## config.mk

```make
export PLATFORM = sky130hd
export DESIGN_NAME = wb_pipe
export DESIGN_NICKNAME = d
export VERILOG_FILES = /design/src/rtl/wb_pkg.sv /design/src/rtl/wb_ldext.sv /design/src/rtl/wb_pipe.sv
export SDC_FILE = /design/constraint.sdc
export NUM_CORES = 1
export LEC_CHECK = 0
export BUFFER_PORTS_ARGS = -buffer_cell sky130_fd_sc_hd__buf_2
export CAP_MARGIN = 20
export CELL_PAD_IN_SITES_DETAIL_PLACEMENT = 0
export CELL_PAD_IN_SITES_GLOBAL_PLACEMENT = 2
export CORE_MARGIN = 4
export CORE_UTILIZATION = 21
export DETAILED_ROUTE_END_ITERATION = 8
export GPL_TIMING_DRIVEN = 0
export PLACE_DENSITY_LB_ADDON = 0.1
export SYNTH_ARGS = -nofsm -noshare
export SYNTH_HDL_FRONTEND = slang
export SYNTH_SLANG_ARGS = --single-unit
export TNS_END_PERCENT = 50
```

## constraint.sdc

```tcl
create_clock -name clk -period 1.7 [get_ports clk]
set_clock_uncertainty 0.2 [all_clocks]
set_input_delay 0.17 -clock clk [delete_from_list [all_inputs] [get_ports clk]]
set_output_delay 0.17 -clock clk [all_outputs]
set_load 0.005 [all_outputs]
```

## src/rtl/wb_pkg.sv

```systemverilog
// wb_pkg: shared types and constants for the writeback stage.
package wb_pkg;

    // Default datapath width (RV32).
    localparam int XLEN = 32;

    // Writeback source select.
    typedef enum logic [1:0] {
        M2R_ALU = 2'b00,
        M2R_MEM = 2'b01,
        M2R_NPC = 2'b10,
        M2R_IMM = 2'b11
    } mem2reg_e;

    // Load format, RISC-V funct3 encoding.
    typedef enum logic [2:0] {
        LD_B  = 3'b000,
        LD_H  = 3'b001,
        LD_W  = 3'b010,
        LD_D  = 3'b011,
        LD_BU = 3'b100,
        LD_HU = 3'b101,
        LD_WU = 3'b110
    } ldfmt_e;

endpackage

```

## src/rtl/wb_ldext.sv

```systemverilog
// wb_ldext: combinational load alignment and sign/zero extension.
// Shifts the loaded word down by the byte offset, then extends the selected
// byte/half/word/double to N bits. Undefined formats (including LWU/LD when
// N=32) and misaligned halfword/word/double offsets raise err with result=0.
module wb_ldext
    import wb_pkg::*;
#(
    parameter  int N    = XLEN,
    localparam int BO_W = $clog2(N / 8)
) (
    input  logic [N-1:0]    data,
    input  logic [2:0]      fmt,
    input  logic [BO_W-1:0] off,
    output logic [N-1:0]    result,
    output logic            err
);

    logic [N-1:0] shifted;

    // Bring the addressed byte down to bit 0.
    assign shifted = data >> {off, 3'b000};

    // Select and extend the loaded field according to the load format.
    always_comb begin
        // NOTE: every output gets a default first so no path leaves it unassigned (no latch).
        result = '0;
        err    = 1'b0;
        case (fmt)
            LD_B:  result = N'($signed(shifted[7:0]));
            LD_BU: result = N'(shifted[7:0]);
            LD_H:  if (off[0]) err = 1'b1;
                   else        result = N'($signed(shifted[15:0]));
            LD_HU: if (off[0]) err = 1'b1;
                   else        result = N'(shifted[15:0]);
            LD_W:  if (off[1:0] != 2'b00) err = 1'b1;
                   else                   result = N'($signed(shifted[31:0]));
            LD_WU: if (N == 64 && off[1:0] == 2'b00) result = N'(shifted[31:0]);
                   else                              err = 1'b1;
            LD_D:  if (N == 64 && off == '0) result = shifted;
                   else                      err = 1'b1;
            default: err = 1'b1;
        endcase
    end

endmodule

```

## src/rtl/wb_pipe.sv

```systemverilog
// wb_pipe: single-slot writeback pipeline stage.
// Captures one instruction from MEM, selects its result (ALU / load / NPC /
// IMM), and presents a registered register-file write plus a retire pulse one
// cycle after acceptance. Optional macro WB_INSTRET_EN adds the instret
// retire counter and its output port.
module wb_pipe
    import wb_pkg::*;
#(
    parameter  int N     = XLEN,
    parameter  int RA_W  = 5,
    parameter  int CNT_W = 64,
    localparam int BO_W  = $clog2(N / 8)
) (
    input  logic             clk,
    input  logic             rst,
    input  logic             in_valid,
    output logic             in_ready,
    input  logic [1:0]       in_mem2reg,
    input  logic             in_regwrite,
    input  logic [RA_W-1:0]  in_rd,
    input  logic [N-1:0]     in_alures,
    input  logic [N-1:0]     in_memread,
    input  logic [N-1:0]     in_npc,
    input  logic [N-1:0]     in_imm,
    input  logic [2:0]       in_ldfmt,
    input  logic [BO_W-1:0]  in_byteoff,
    input  logic             stall,
    input  logic             flush,
    output logic             rf_we,
    output logic [RA_W-1:0]  rf_waddr,
    output logic [N-1:0]     rf_wdata,
`ifdef WB_INSTRET_EN
    output logic [CNT_W-1:0] instret,
`endif
    output logic             retired
);

    // Elaboration-time guards on the legal parameter space.
    if (!(N == 32 || N == 64)) begin : g_bad_n
        $error("wb_pipe: N must be 32 or 64");
    end
    if (CNT_W < 1) begin : g_bad_cnt
        $error("wb_pipe: CNT_W must be at least 1");
    end

    logic         slot_valid;
    logic [N-1:0] ld_data;
    logic         ld_err;
    logic [N-1:0] wb_data;
    logic         wb_ok;

    // The slot can take a new instruction unless it is occupied and frozen.
    assign in_ready = rst || !stall || !slot_valid;

    wb_ldext #(.N(N)) u_ldext (
        .data   (in_memread),
        .fmt    (in_ldfmt),
        .off    (in_byteoff),
        .result (ld_data),
        .err    (ld_err)
    );

    // Writeback source mux; a bad load suppresses the write but not the retire.
    always_comb begin
        wb_data = in_alures;
        wb_ok   = 1'b1;
        case (in_mem2reg)
            M2R_ALU: wb_data = in_alures;
            M2R_MEM: begin
                wb_data = ld_data;
                wb_ok   = !ld_err;
            end
            M2R_NPC: wb_data = in_npc;
            M2R_IMM: wb_data = in_imm;
            default: wb_data = in_alures;
        endcase
    end

    // Slot register: reset, then flush, then capture/drain, else frozen.
    always_ff @(posedge clk) begin
        // NOTE: state is updated with non-blocking assignments so every flop samples pre-edge values.
        if (rst) begin
            slot_valid <= 1'b0;
            rf_we      <= 1'b0;
            rf_waddr   <= '0;
            rf_wdata   <= '0;
            retired    <= 1'b0;
        end else if (flush) begin
            slot_valid <= 1'b0;
            rf_we      <= 1'b0;
            retired    <= 1'b0;
        end else if (in_ready) begin
            if (in_valid) begin
                slot_valid <= 1'b1;
                rf_we      <= in_regwrite && (in_rd != '0) && wb_ok;
                rf_waddr   <= in_rd;
                rf_wdata   <= wb_data;
                retired    <= 1'b1;
            end else begin
                slot_valid <= 1'b0;
                rf_we      <= 1'b0;
                retired    <= 1'b0;
            end
        end else begin
            // Frozen: payload holds, but the write and retire fire only once.
            rf_we   <= 1'b0;
            retired <= 1'b0;
        end
    end

`ifdef WB_INSTRET_EN
    // Retire counter, wraps naturally at all-ones.
    always_ff @(posedge clk) begin
        if (rst)          instret <= '0;
        else if (retired) instret <= instret + CNT_W'(1);
    end
`endif

endmodule

```

Word level (Yosys, flattened, before mapping)
Index checks and enable logic that the tools add are counted.
- equality and inequality tests: 7
- reduce and logical (&&, ||, !) cells: 17
- shift operators: 1
- muxes and demuxes: 10
- bitwise gates (word level): 3
- operator list (cell ; number):
    one-hot mux 32 bit (5 select lines) ; 1
    one-hot mux 32 bit (4 select lines) ; 1
    2-to-1 mux 32 bit ; 2
    right shift 32 x 5 -> 32 bit ; 1
    2-to-1 mux 16 bit ; 1
    equality test 3 bit, second input constant ; 2
    OR reduction 2 bit ; 3
    nonzero test 5 bit ; 1
    equality test 2 bit, second input constant ; 2
    2-to-1 mux 1 bit ; 4
    OR reduction 4 bit ; 1
    equality test 3 x 1 -> 1 bit, second input constant ; 1
    equality test 3 x 2 -> 1 bit, second input constant ; 1
    logical NOT 1 bit ; 3
    logical NOT 3 bit ; 1
    NOT 1 bit ; 3
    one-hot mux 1 bit (3 select lines) ; 1
    AND reduction 3 bit ; 1
    OR reduction 3 bit ; 1
    equality test 2 x 1 -> 1 bit, second input constant ; 1
    logical AND 1 bit ; 2
    logical NOT 2 bit ; 1
    logical OR 1 bit ; 2
    nonzero test 2 bit ; 1
- bits in registers: 40
- output and inout port bits: 40
- word-level logic and storage cells: 43
- input bits: 146

Longest topological paths before layout
Gate-level depths: netlist of run 1.
- word-level depth: 6
- gate-level depth with buffers: 7
- depth with buffers taken out: 4

By module
A second synthesis of run 1 with hierarchy kept.
- cells, all modules: 251
- area, all modules: 3036.7 um2
- by module, submodules not included (module ; cells each ; sequential area each (um2) ; area an instance (um2) ; times used):
    wb_pipe ; 148 ; 800.8 ; 2105.8 ; 1
    wb_ldext ; 103 ; 0.0 ; 930.9 ; 1

Least setup slack after synthesis of run 1
Ideal clock, no wire load.
- kind: in2reg
- from: input port in_byteoff[1]
- to: register rf_wdata[29]
- library setup time: 0.130 ns
- data required time: 1.370 ns
- slack: -0.007 ns
- arrival time: 1.377 ns
- stages on the path: 6
- path buffers: 2
- cell sequence: buf_6 mux4_2 nor3b_2 buf_2 a211oi_1 o22ai_1
- cells in the longest elaborated chain, start to end: 4
- elaborated cells on any way between the ends: 6
- those cells by class: shift: 1; mux: 4; reduce/logical: 1
- RTL lines (element ; line ; RTL):
    from (decl) ; wb_pipe.sv:26 ; input logic [BO_W-1:0] in_byteoff,
    right shift 32 x 5 -> 32 bit or nonzero test 2 bit (tied branches) ; wb_ldext.sv:21, wb_ldext.sv:35 ;
    2-to-1 mux 32 bit, on equally long branches ; wb_ldext.sv:35, wb_ldext.sv:31 ;
    one-hot mux 32 bit (5 select lines) (*) ; wb_ldext.sv:28 ; case (fmt)
    one-hot mux 32 bit (4 select lines) (*) ; wb_pipe.sv:67 ; case (in_mem2reg)
    to (signal assigned) ; wb_pipe.sv:97 ; rf_wdata <= wb_data;
    to (decl) ; wb_pipe.sv:31 ; output logic [N-1:0] rf_wdata,
Every way passes the cells marked *; elsewhere a longest branch is shown, timed or not.
A chain may end at the register's enable or synchronous reset.

Worst setup path in the final report of run 1
- from: register slot_valid
- to: register rf_wdata[9]
- cells in the longest elaborated chain, start to end: 3
- RTL lines (element ; line ; RTL):
    from (decl) ; wb_pipe.sv:46 ; logic slot_valid;
    from (signal assigned) ; wb_pipe.sv:83 ; slot_valid <= 1'b0;
    from (signal assigned) ; wb_pipe.sv:89 ; slot_valid <= 1'b0;
    from (signal assigned) ; wb_pipe.sv:94 ; slot_valid <= 1'b1;
    logical NOT 1 bit ; wb_pipe.sv:53 ; assign in_ready = rst || !stall || !slot_valid;
    logical OR 1 bit ; wb_pipe.sv:53 ;
    AND reduction 3 bit (no source line) ; n/a ;
Every way passes these cells.

==> metrics.md, run 1 <==
| Metric | Value |
|---|---|
| Fin nets | 676 |
| Final hold violations | 0 |
| CP max FO | 8 |
| CP arrival | 1.70 ns |
| Syn_area_per_cell | 8.940 um^2 |
| Multiplexer share of the synthesized area | 24.34% |
| Vias | 3383 |
| Final core occ | 32.54% |
| Status | finished clean |
| Worst setup path class | flip-flop to flip-flop |
| Place WS | -0.3856 ns |
| Initial antenna violation count | 2 |
| Leading cell type in the layout, fill and taps excluded | buf_2 |
| Placeable core area | 13830 um^2 |
| Total power per unit cell area | 661.8 nW/um^2 |
| Min Clock Period, post-route | 1.673 ns |
| # IOs | 186 |
| Yosys Warn Count | 0 |
| Share of layout cells above drive strength 1 | 45.39% |
| Worst skew pair latency | 0.29 ns |
| Final Cycle Share | 98.44% |
| Sequential share of power | 34.0% |
| Starting Density | 21.34% |
| Bufs on Longest Clock Path | 2 |
| Cells after DPL | 691 |
| CTS Sinks | 40 |
| Final WL | 13540 um |
| CP endpoint kind | flip-flop |
| Fmax | 0.5976 GHz |
| Unique masters post-synth | 42 |
| Post-Synthesis Cells | 330 |
| GRT Total Usage | 16.48% |
| Relative slew slack | 59.48% |
| Final instance area | 4499 um^2 |
| Placer Congestion | 0.8275 |
| Drt first-iter violations | 168 |
| Num rows | 43 |
| Clock root buffer | clkbuf_16 |
| Design Power | 2.978 mW |
| Max Cap Violations | 0 |
| Hold Path Cell Cnt | 3 |
| Slew @ Worst Pin | 0.6078 ns |
| RSZ-0062 raised after global routing | true |
| Remaining Overflow, GRT | 0 |
| Die Area | 16010 um^2 |
| Drt first pass iters | 4 |
| Required time of the critical path | 1.73 ns |
| Post-DP HPWL | 11040 um |
| Commonest cells after routing, fill and taps aside | buf_2, mux2i_1, dfxtp_1 |
| Post-Synth Simple-Gate Area | 15.48% |
| Placed cell areas | 4093 um^2 |
| TNS Setup | 0 ns |
| Final Slew Violations | 0 |
| Worst vdd ir | 0.3836 mV |
| Post-Synth XOR/XNOR Area | 0% |
| Drt wl/cell | 19.05 um |
| Die Ht | 126.5 um |
| Finished Layout Cells | 711 |
| Largest family of logic cells by synthesized area | compound AO/OA/AOI/OAI gates |
| Min-delay worst type | input port to flip-flop |
| Syn nets | 476 |
| IO Port Bufs | 181 |
| P&R area growth vs syn | 52.50% |
| Worst setup margin | 0.02658 ns |
| DRC viols | 0 |
| Largest net degree at the start of global routing | 13 |
| Clk pwr share | 40.4% |
| Compound-cell area share of the yosys netlist | 25.78% |
| Mapped cell area | 2950 um^2 |
| Lkg Pwr | 2.124 nW |
| Final setup viols | 0 |
| Cts bufs inserted | 5 |
| NetSw | 0.8343 mW |
| First-pass GRT wire length | 20600 um |
| Hold_ws | 0.0007153 ns |
| CTS tree | yes |
| Combinational share of power | 25.7% |
| Die width | 126.5 um |
| Synth Area in Adders | 0% |
| Routed Antenna Nets | 0 |
| Max H-tree Level | 2 |
| # diodes | 0 |
| R2R depth | 5 |
| Vias per std cell | 4.758 |
| Sequential element share of the synthesized area | 27.14% |
| Clk pin slew, worst setup/hold paths | 0.07 ns |
| Critical path launch point type | flip-flop |
| Yosys reg bits | 40 |
| Int Pwr | 2.143 mW |
| Sw Share | 28.02% |
| Vias in the first global route | 3633 |
-- repair_timing --
| item | CTS | global route |
|---|---|---|
| hold endpoints to repair | 10 | 0 |
| hold buffers | 11 | 0 |
| resized for setup | 7 | 27 |
| buffers inserted | 1 | 0 |
| setup endpoints to repair | 34 | 32 |
-- synthesized netlist by cell type --
master,instances,area [um^2]
o311ai_0,1,8.760
nor3_1,9,45.04
or3b_2,1,8.760
nor3b_2,1,12.51
a221oi_1,11,96.34
or4b_1,1,10.01
o21a_1,1,7.510
a32oi_1,5,43.79
nor3_2,1,10.01
o21ai_1,1,5.000
o2bb2ai_1,19,166.4
nand2b_1,9,56.30
buf_4,2,15.01
nor2b_1,3,18.77
nor3b_1,1,7.510
nor2_8,1,20.02
nand3b_1,6,45.04
mux2i_1,56,560.5
or2_2,1,6.260
o211ai_1,6,45.04
a211oi_1,24,180.2
clkbuf_1,15,56.30
a32o_1,1,10.01
or4_1,1,7.510
o21ai_0,3,15.01
nor4_1,7,43.79
dfxtp_1,40,800.8
nand2_1,21,78.83
mux4_2,7,157.7
a2111oi_0,1,8.760
a211o_1,1,8.760
inv_1,8,30.03
or3b_1,2,17.52
buf_6,2,22.52
o41ai_1,1,8.760
a21oi_1,4,20.02
and2_1,2,12.51
buf_2,18,90.09
nor2_1,15,56.30
a2111o_1,1,11.26
o22ai_1,19,118.9
a31oi_1,1,6.260
-- registers in the layout, indices dropped and copies added, names as in the netlist --
| signal | count |
|---|---|
| rf_waddr | 5 |
| rf_wdata | 32 |
| retired | 1 |
| rf_we | 1 |
| slot_valid | 1 |
-- kinds of logic after synthesis --
| kind of cell | after synthesis |
|---|---|
| multiplexers | 63 |
| flip-flops | 40 |
| AO/OA/AOI/OAI | 100 |
| AND/OR/NAND/NOR | 82 |
| buffers and inverters | 45 |
-- path summary, 6_finish.rpt --
path                                      to  slack (ns)           start
worst max-delay path             rf_wdata[9]        0.03      slot_valid
worst min-delay path            rf_wdata[23]      0.0007  in_memread[23]
worst max register to register   rf_wdata[9]        0.03      slot_valid
worst min register to register   rf_wdata[3]        0.26     rf_wdata[3]
-- critical path, cell delays in order (launching register included) --
cell,delay [ns]
dfxtp_1,0.31
and2_1,0.13
clkbuf_1,0.19
nor4_1,0.51
a32oi_1,0.17
nand2_1,0.10
-- routing by layer --
layer,vias up,part of all wire [%],global-route usage [%]
met5,-,0.18,0
met2,116,46,26.74
met3,13,6.6,4.421
li1,1691,-,-
met1,1559,46,21.83
met4,4,1.5,3.975
-- power by group through the flow --
stage	clock [mW]	combinational, mW	sequential (mW)
finish	1.20	0.764	1.01
global route	1.25	0.848	1.02
CTS	1.23	0.758	1.01
detailed placement	0	0.730	1.03
global placement	0	0.726	1.03
floorplan	0	0.373	1.04
-- final cells by class --
| type | count | area [um^2] |
|---|---|---|
| Inverter | 8 | 30.03 |
| Timing Repair Buffer | 193 | 1023 |
| Sequential cell | 40 | 800.8 |
| Buffer | 37 | 224.0 |
| Clock inverter | 1 | 30.03 |
| Multi-Input combinational cell | 245 | 2013 |
| Tap cell | 180 | 225.2 |
| Clock buffer | 7 | 152.6 |
| Fill cell | 1554 | 9328 |
Note: power is estimated with default switching activity, not from simulation.
==> run 2: changes to the inputs <==
--- a/config.mk
+++ b/config.mk
@@ -5,12 +5,14 @@
 export SDC_FILE = /design/constraint.sdc
 export NUM_CORES = 1
 export LEC_CHECK = 0
+export ABC_CLOCK_PERIOD_IN_PS = 1700
 export BUFFER_PORTS_ARGS = -buffer_cell sky130_fd_sc_hd__buf_2
 export CAP_MARGIN = 20
 export CELL_PAD_IN_SITES_DETAIL_PLACEMENT = 0
 export CELL_PAD_IN_SITES_GLOBAL_PLACEMENT = 2
 export CORE_MARGIN = 4
 export CORE_UTILIZATION = 21
+export CTS_BUF_LIST = sky130_fd_sc_hd__clkbuf_4
 export DETAILED_ROUTE_END_ITERATION = 8
 export GPL_TIMING_DRIVEN = 0
 export PLACE_DENSITY_LB_ADDON = 0.1
==> constraint.sdc (replaced) <==
create_clock -name clk -period 1.7 [get_ports clk]
set_clock_uncertainty 0.2 [all_clocks]
set_input_delay 0 -clock clk [delete_from_list [all_inputs] [get_ports clk]]
set_output_delay 0 -clock clk [all_outputs]
set_load 0.005 [all_outputs]
==> run 2 against run 1 <==
The flow now finishes with violations (negative hold slack). Sequential share of layout area down 2.8 points. Critical path depth is the same. Count of clock-buffer cells in the layout stayed put. Cell count up 14%. Register-to-register slack improved by 0.06 ns. Sequential cell count is the same. Maximum frequency decreased by 0.62%. Critical path type is now input port to flip-flop. Largest power group is now sequential cells. Highest routed layer unchanged.
==> metrics.md, run 2 (same netlist as run 1, synthesis figures left out) <==
| Metric | Value |
|---|---|
| Status | finished with violations |
| Failing checks | negative hold slack |
| Final setup viols | 0 |
| Final Cycle Share | 99.05% |
| CP endpoint kind | flip-flop |
| Vias in the first global route | 4206 |
| Vias per std cell | 4.767 |
| Lkg Pwr | 2.470 nW |
| CTS Sinks | 40 |
| Clock root buffer | clkbuf_4 |
| Share of layout cells above drive strength 1 | 36.28% |
| Worst setup margin | 0.01622 ns |
| Commonest cells after routing, fill and taps aside | buf_2, dlygate4sd3_1, mux2i_1 |
| CP arrival | 1.74 ns |
| R2R depth | 5 |
| Critical path launch point type | input port |
| Leading cell type in the layout, fill and taps excluded | buf_2 |
| Starting Density | 21.34% |
| Remaining Overflow, GRT | 0 |
| Max reg flops | 32 |
| Clk pin slew, worst setup/hold paths | 0.12 ns |
| Num rows | 43 |
| Final WL | 14750 um |
| Fin nets | 779 |
| Final hold violations | 3 |
| Finished Layout Cells | 814 |
| # IOs | 186 |
| CTS tree | yes |
| Max Cap Violations | 0 |
| IO Port Bufs | 181 |
| Largest net degree at the start of global routing | 12 |
| Slew @ Worst Pin | 0.7554 ns |
| Vias | 3880 |
| Bufs on Longest Clock Path | 2 |
| GRT Total Usage | 18.25% |
| Design Power | 2.506 mW |
| Drt first-iter violations | 205 |
| Hold Path Cell Cnt | 4 |
| CP max stage cell | dlygate4sd3_1 |
| Worst skew pair latency | 0.35 ns |
| Drt wl/cell | 18.12 um |
| Worst setup path class | input port to flip-flop |
| Die width | 126.5 um |
| Routed Antenna Nets | 0 |
| Top flop regs | rf_wdata x32, rf_waddr x5 |
| Hold_ws | -0.06679 ns |
| Final Slew Violations | 0 |
| Fillers | 1460 |
| Critical Path Max Stage Delay | 0.57 ns |
| Placeable core area | 13830 um^2 |
| Place WS | -0.3061 ns |
| CP max FO | 1 |
| Total power per unit cell area | 468.0 nW/um^2 |
| Required time of the critical path | 1.76 ns |
| Most used cell, CP | dlygate4sd3_1 |
| Biggest register | rf_wdata |
| Die Ht | 126.5 um |
| Max H-tree Level | 2 |
| First-pass GRT wire length | 23120 um |
| DRC viols | 0 |
| Initial antenna violation count | 3 |
| Min-delay worst type | input port to flip-flop |
| Cells after DPL | 691 |
| Final core occ | 38.72% |
| Fmax | 0.5939 GHz |
| Drt first pass iters | 4 |
| Crit path cell chain | dlygate4sd3_1 > buf_2 > a211o_1 > dlygate4sd3_1 > a32o_1 |
| Placer Congestion | 0.7891 |
| P&R area growth vs syn | 81.47% |
| Min Clock Period, post-route | 1.684 ns |
| Cts bufs inserted | 5 |
| # diodes | 0 |
| Post-DP HPWL | 11060 um |
| Worst vdd ir | 0.2853 mV |
| Die Area | 16010 um^2 |
| Relative slew slack | 49.64% |
-- run 2: per-stage QoR --
step / area [um^2] / TNS, ns
after floorplan: 2950 / 0
after CTS: 5311 / 0
after global routing: 5354 / -0.008007
after global placement: 4081 / -6.371
after detailed placement: 4081 / -6.934
final: 5354 / 0
-- run 2: power by group --
part           internal (mW)  leakage, nW  switching [mW]
Sequential             0.987        0.327          0.0240
Combinational          0.537         2.11           0.419
Clock                  0.192       0.0338           0.347
-- run 2: final timing paths --
kind	from	to	slack, ns
setup / recovery	in_npc[7]	rf_wdata[7]	0.02
hold / removal	in_byteoff[1]	rf_we	-0.07
setup reg to reg	slot_valid	rf_wdata[11]	0.09
hold reg to reg	rf_wdata[2]	rf_wdata[2]	0.28
-- run 2: what timing repair did --
action	in CTS	in global routing
hold endpoints to repair	40	5
hold buffers	115	1
gates resized for setup	6	16
buffers inserted	1	0
endpoints found under the setup margin	32	32
-- run 2: layer usage --
| layer | vias up | GRT usage (%) | wire length [um] | share of wire [%] |
|---|---|---|---|---|
| met5 | - | 0 | 33 | 0.22 |
| met1 | 1796 | 23.74 | 6489 | 44 |
| met4 | 6 | 3.785 | 211 | 1.4 |
| met2 | 156 | 30.26 | 6751 | 46 |
| li1 | 1903 | - | - | - |
| met3 | 19 | 5.179 | 1265 | 8.6 |
-- run 2: worst max-delay path, delay by kind of cell --
family	cells	cell delay (ns)
buffers and inverters	3	1.22
AOI/OAI and AO/OA	2	0.52
-- run 2: area by class of cell --
class                      instances  area (um^2)  area share, %
buffer                            37        216.5          4.043
clock buffer                       7        52.55         0.9815
clock inverter                     1        3.754        0.07011
inverter                           8        30.03         0.5609
multi-input combinational        245         1971          36.81
sequential                        40        800.8          14.96
tap                              180        225.2          4.207
timing repair buffer             296         2054          38.37
